`src/rtl/serial_subtractor.sv`:
```
// Bit-serial a - b - bin subtractor: operands captured in parallel, one bit per
// clock through a single full-subtractor cell with a borrow flop between bits.
module serial_subtractor #(
    parameter int unsigned WIDTH = 8,
    parameter int unsigned CW    = $clog2(WIDTH + 1)
) (
    input  logic             clk,
    input  logic             rst,
    input  logic             start,
    input  logic [WIDTH-1:0] a,
    input  logic [WIDTH-1:0] b,
    input  logic             bin,
    output logic             busy,
    output logic             done,
    output logic [WIDTH-1:0] diff,
    output logic             bout
);

    typedef enum logic [1:0] {
        S_IDLE = 2'd0,
        S_RUN  = 2'd1,
        S_DONE = 2'd2
    } state_t;

    state_t           state_q;
    logic [WIDTH-1:0] a_q;
    logic [WIDTH-1:0] b_q;
    logic [WIDTH-1:0] res_q;
    logic [WIDTH-1:0] res_d;
    logic [WIDTH-1:0] diff_q;
    logic [CW-1:0]    cnt_q;
    logic             brw_q;
    logic             brw_d;
    logic             bit_d;
    logic             busy_q;
    logic             done_q;
    logic             bout_q;
    logic             last_bit;

    // Full-subtractor cell on the current LSBs; result bit enters at the MSB end.
    always_comb begin
        bit_d = a_q[0] ^ b_q[0] ^ brw_q;
        brw_d = (~a_q[0] & b_q[0]) | (b_q[0] & brw_q) | (~a_q[0] & brw_q);
        res_d = (res_q >> 1) | (WIDTH'(bit_d) << (WIDTH - 1));
    end

    assign last_bit = (cnt_q == CW'(WIDTH - 1));

    always_ff @(posedge clk or posedge rst) begin
        if (rst) begin
            state_q <= S_IDLE;
            a_q     <= '0;
            b_q     <= '0;
            res_q   <= '0;
            brw_q   <= 1'b0;
            cnt_q   <= '0;
            busy_q  <= 1'b0;
            done_q  <= 1'b0;
            diff_q  <= '0;
            bout_q  <= 1'b0;
        end else begin
            case (state_q)
                S_IDLE: begin
                    if (start) begin
                        a_q     <= a;
                        b_q     <= b;
                        brw_q   <= bin;
                        cnt_q   <= '0;
                        res_q   <= '0;
                        busy_q  <= 1'b1;
                        state_q <= S_RUN;
                    end
                end
                S_RUN: begin
                    a_q   <= a_q >> 1;
                    b_q   <= b_q >> 1;
                    brw_q <= brw_d;
                    res_q <= res_d;
                    cnt_q <= cnt_q + CW'(1);
                    // Results are published only here so partial sums never show.
                    if (last_bit) begin
                        diff_q  <= res_d;
                        bout_q  <= brw_d;
                        done_q  <= 1'b1;
                        busy_q  <= 1'b0;
                        state_q <= S_DONE;
                    end
                end
                S_DONE: begin
                    done_q  <= 1'b0;
                    state_q <= S_IDLE;
                end
                default: begin
                    busy_q  <= 1'b0;
                    done_q  <= 1'b0;
                    state_q <= S_IDLE;
                end
            endcase
        end
    end

    assign busy = busy_q;
    assign done = done_q;
    assign diff = diff_q;
    assign bout = bout_q;

endmodule

```
`config.mk`:
```
export PLATFORM = sky130hd
export DESIGN_NAME = serial_subtractor
export DESIGN_NICKNAME = d
export VERILOG_FILES = /design/src/rtl/serial_subtractor.sv
export SDC_FILE = /design/constraint.sdc
export NUM_CORES = 1
export LEC_CHECK = 0
export BUFFER_PORTS_ARGS = -buffer_cell sky130_fd_sc_hd__buf_2
export CAP_MARGIN = 10
export CORE_MARGIN = 4
export CORE_UTILIZATION = 50
export CTS_CLUSTER_SIZE = 14
export DETAILED_ROUTE_END_ITERATION = 8
export PLACE_DENSITY = 0.72
export REMOVE_ABC_BUFFERS = 1
export SYNTH_ARGS = -nofsm -noshare
export SYNTH_HDL_FRONTEND = slang
export SYNTH_SLANG_ARGS = --single-unit
```
`constraint.sdc`:
```
create_clock -name clk -period 1.61 [get_ports clk]
set_input_delay 0.322 -clock clk [delete_from_list [all_inputs] [get_ports clk]]
set_output_delay 0.322 -clock clk [all_outputs]
set_load 0.005 [all_outputs]
```
# == Word-level counts from Yosys, hierarchy flattened ==
# Index checks and enable logic that the tools add are counted.
# W data, S select, Z words.
# op_classes
shifts,0
n_lt_le_gt_ge,0
n_bitwise,11
div_mod_pow,0
n_eq_ne,5
mux,18
multipliers,0
reduce_logical,7
n_addsub,1
# ops
cell,n
$pmux W8 S2,3
$mux W8,3
$or A7 B8 Y8,1
$pmux W4 S2,1
$reduce_and A2 Y1,4
$add A4 B1 Y4 const B,1
$eq A4 B3 Y1 const B,1
$mux W1,4
$mux W2,2
$mux W4,1
$ne A2 B2 Y1 const B,2
$pmux W1 S2,2
$pmux W2 S2,1
$and A1 B1 Y1,3
$not A1 Y1,3
$pmux W1 S3,1
$reduce_and A3 Y1,1
$eq A2 B1 Y1 const B,1
$eq A2 B2 Y1 const B,1
$logic_not A2 Y1,1
$or A1 B1 Y1,2
$reduce_bool A2 Y1,1
$xor A1 B1 Y1,2
# totals
memories,0
latchBits,0
elab_cells,52
out_inout_bits,11
rom_bits,0
reg_bits,42
ramBits,0
input_bits,20

# == Logic depth before layout (Yosys ltp) ==
# logic_depth
depth_word,5
depth_mapped,5
depth_no_buf,4

# == Least setup slack after synthesis ==
# Ideal clock, no wire load.
# synth_timing
path_type,register to register
start,register cnt_q[0]
end,"register bout_q, in the netlist bout"
path_slack_ns,0.121
path_stages_with_launch,6
arrival_ns,1.364
setup_time_ns,0.125
synth_period_minus_slack_ns,1.489
n_path_buf,1
t_required_ns,1.485
path_cell_list,dfrtp_1 > ha_1 > and3b_4 > and2_4 > buf_6 > mux2_4
# synth_via
elab_chain_cells,2
# synth_rtl
item,line,source
from (decl),31,logic [CW-1:0] cnt_q;
from (signal assigned),79,cnt_q <= cnt_q + CW'(1);
$eq A4 B3 Y1,47,assign last_bit = (cnt_q == CW'(WIDTH - 1));
$reduce_and A2 Y1 (no line),--,
to (signal assigned),83,bout_q <= brw_d;
to (decl),37,logic bout_q;
# No other way between the ends.
# A chain may end at the register's enable or synchronous reset.

# == Final worst setup path ==
# Same ends and word-level chain as after synthesis.

==> metrics.md <==
| Metric | Value |
|---|---|
| CTS tree | `built` |
| F_max | `660 MHz` |
| CP endpoint kind | `flop` |
| Static leakage | `1.02 nW` |
| Die area | `4760 sq um` |
| Post-route DRC | `0` |
| Final antenna-violating net count | `0` |
| Later-pin clock latency in the skew report | `300 ps` |
| Worst-Margin Slew | `512 ps` |
| Crit path kind | `reg2reg` |
| Post-synth ARST share | `100%` |
| RSZ-0062 raised after global routing | `no` |
| Fill cells | `314` |
| Synthesized area | `1860 sq um` |
| Drt first pass iters | `4` |
| Synth top area cells | `dfrtp_1 (55%), a22oi_1 (6.5%), nor2b_1 (5.7%)` |
| Reg2reg start | `cnt_q[0]` |
| Vias in the first global route | `1365` |
| Post-synth EDFFs | `0` |
| Final min period | `1520 ps` |
| Grt ovf | `0` |
| Pwr Density | `1810 nW/um^2` |
| Clock transition at path regs | `80 ps` |
| Cell variety after synth | `32` |
| First-pass GRT wire length | `6220 um` |
| Final core utilization | `63.3%` |
| DR vias/cell | `5.49` |
| Layout Nets | `221` |
| Prevailing post-synth register cell | `dfrtp_1` |
| Vert. Die Dim | `69.0 um` |
| Worst r2r dst | `bout` |
| CP arrival | `1710 ps` |
| Final Cell Area | `2200 sq um` |
| Yosys synthesis warning count | `0` |
| Synth top area share | `55.1%` |
| Worst reg2reg path depth | `4` |
| Core Region | `3470 sq um` |
| FF-to-FF setup slack | `90 ps` |
| Synth Area per Inst | `11.4 sq um` |
| Crit-path slowest cell | `dfrtp_1` |
| Fin. max-slew vios | `0` |
| Final period util | `94.1%` |
| PortBufs | `30` |
| Clock Skew | `4.15 ps` |
| DIE WIDTH | `69.0 um` |
| Commonest non-fill, non-tap cell in the layout | `dfrtp_1` |
| Worst path max stage delay | `400 ps` |
| Max Cap Violations | `0` |
| Initial antenna violation count | `0` |
| Area of the multi-input gates | `764 sq um` |
| Sinks on Clock Net | `41` |
| DR vias | `1351` |
| Root buffer cell | `clkbuf_8` |
| Hold Vio Cnt, Final | `0` |
| Number of cell rows | `21` |
| WL final | `3750 um` |
| CTS Buf Count | `5` |
| Largest net degree at the start of global routing | `42` |
| Setup violators final | `0` |
| Crit Path Max Fanout | `5` |
| Max VDD drop | `0.894 mV` |
| P&R area growth vs syn | `17.9%` |
| Normalized max-slew margin | `65.8%` |
| Syn Inst Count | `163` |
| Routability Congestion | `0.787` |
| Crit path required time | `1800 ps` |
| H-tree depth | `2` |
| Area leader, netlist | `dfrtp_1` |
| Detailed Route Iter0 Violations | `89` |
| Share of layout cells above drive strength 1 | `29.0%` |
| CP Cell Sequence | `ha_1 -> and3b_4 -> and2_2 -> mux2_4` |
| Status | `complete, no violations` |
| Final hold slack | `132 ps` |
| Placed Area | `2070 sq um` |
| HP Class | `in2async` |
| Synth Register Bits | `41` |
| Routed length per instance | `15.3 um` |
| # diodes | `0` |
| FF/Latch Area | `1030 sq um` |
| Commonest cells after routing, fill and taps aside | `dfrtp_1 (41), buf_2 (30), a21oi_1 (19), o21ai_1 (18), nor2b_1 (17)` |
| Power Total | `3.97 mW` |
| CTS max path bufs | `2` |
| Post-cts gate resize count | `0` |
| GR Util All Layers | `16.4%` |
| IO Count | `31` |
| Crit start category | `flop` |
| Register area share after synthesis | `55.1%` |
| Starting Density | `53.7%` |
| Post-DP HPWL | `2480 um` |
[cell type report]
class / count / area share, %
multi-input cells: 108 / 34.8
inverters: 4 / 0.684
clock buffers: 5 / 3.13
clock inverters: 3 / 2.11
repair buffers: 39 / 9.91
flip-flops and latches: 41 / 46.7
well taps: 46 / 2.62
[power breakdown]
part | internal, mW | leakage, nW | switching, mW
clock network | 0.464 | 0.0543 | 0.379
logic | 0.752 | 0.443 | 0.642
registers | 1.44 | 0.524 | 0.290
[critical path: cells and delay by family, from the launching register on]
kind / cells / cell delay [ps]
fa+ha+maj: 1 / 220
flops: 1 / 400
mux: 1 / 310
simple gates: 2 / 480
[synth_stat cells, types with 2 or more instances]
master and number:
a21oi_1 19, a22o_1 8, buf_6 2, mux2_4 7, buf_2 3, o21ai_1 18
inv_1 3, clkbuf_1 4, a22oi_1 16, dfrtp_1 41, nand2_1 5, nor2b_1 17
[cells by family after synthesis]
logic type / share of synthesized area [%]
buffers and inverters: 4.23
and+or+nand+nor: 9.54
muxes: 6.79
AOI/OAI and AO/OA: 22.6
adders and majority gates: 1.75
DFF: 55.1
[how the worst max path moves through the flow]
stage	start	end	slack (ps)	depth (start not counted)
floorplan	state_q[0]	diff[5]	-110	3
global placement	cnt_q[0]	diff[5]	150	4
detailed placement	cnt_q[0]	diff[5]	70	4
CTS	cnt_q[0]	diff[5]	60	4
global route	cnt_q[0]	bout	20	4
finish	cnt_q[0]	bout	90	4
[sequential cells by signal, indices dropped and copies added, names as in the netlist, 2 cells and up]
register and cells:
a_q 8, b_q 8, diff 8, res_q 7, cnt_q 4, state_q 2
[metal layers]
layer | track usage (%) | wire [um]
met5 | 0 | 0
met3 | 6.69 | 215
met1 | 20.6 | 1740
met4 | 5.64 | 51
met2 | 25.4 | 1750
[metrics by stage]
stage | cells | worst slack, ps | setup TNS, ps
floorplan | 152 | -114 | -755
global placement | 236 | 146 | 0
detailed placement | 236 | 71.8 | 0
CTS | 244 | 61.5 | 0
global route | 246 | 22.0 | 0
finish | 246 | 94.5 | 0
[what timing repair did]
item | in CTS | in global routing
endpoints found under the setup margin | 0 | 1
hold buffers | 0 | 0
buffers inserted | 0 | 1
Note: power is estimated with default switching activity, not from simulation.
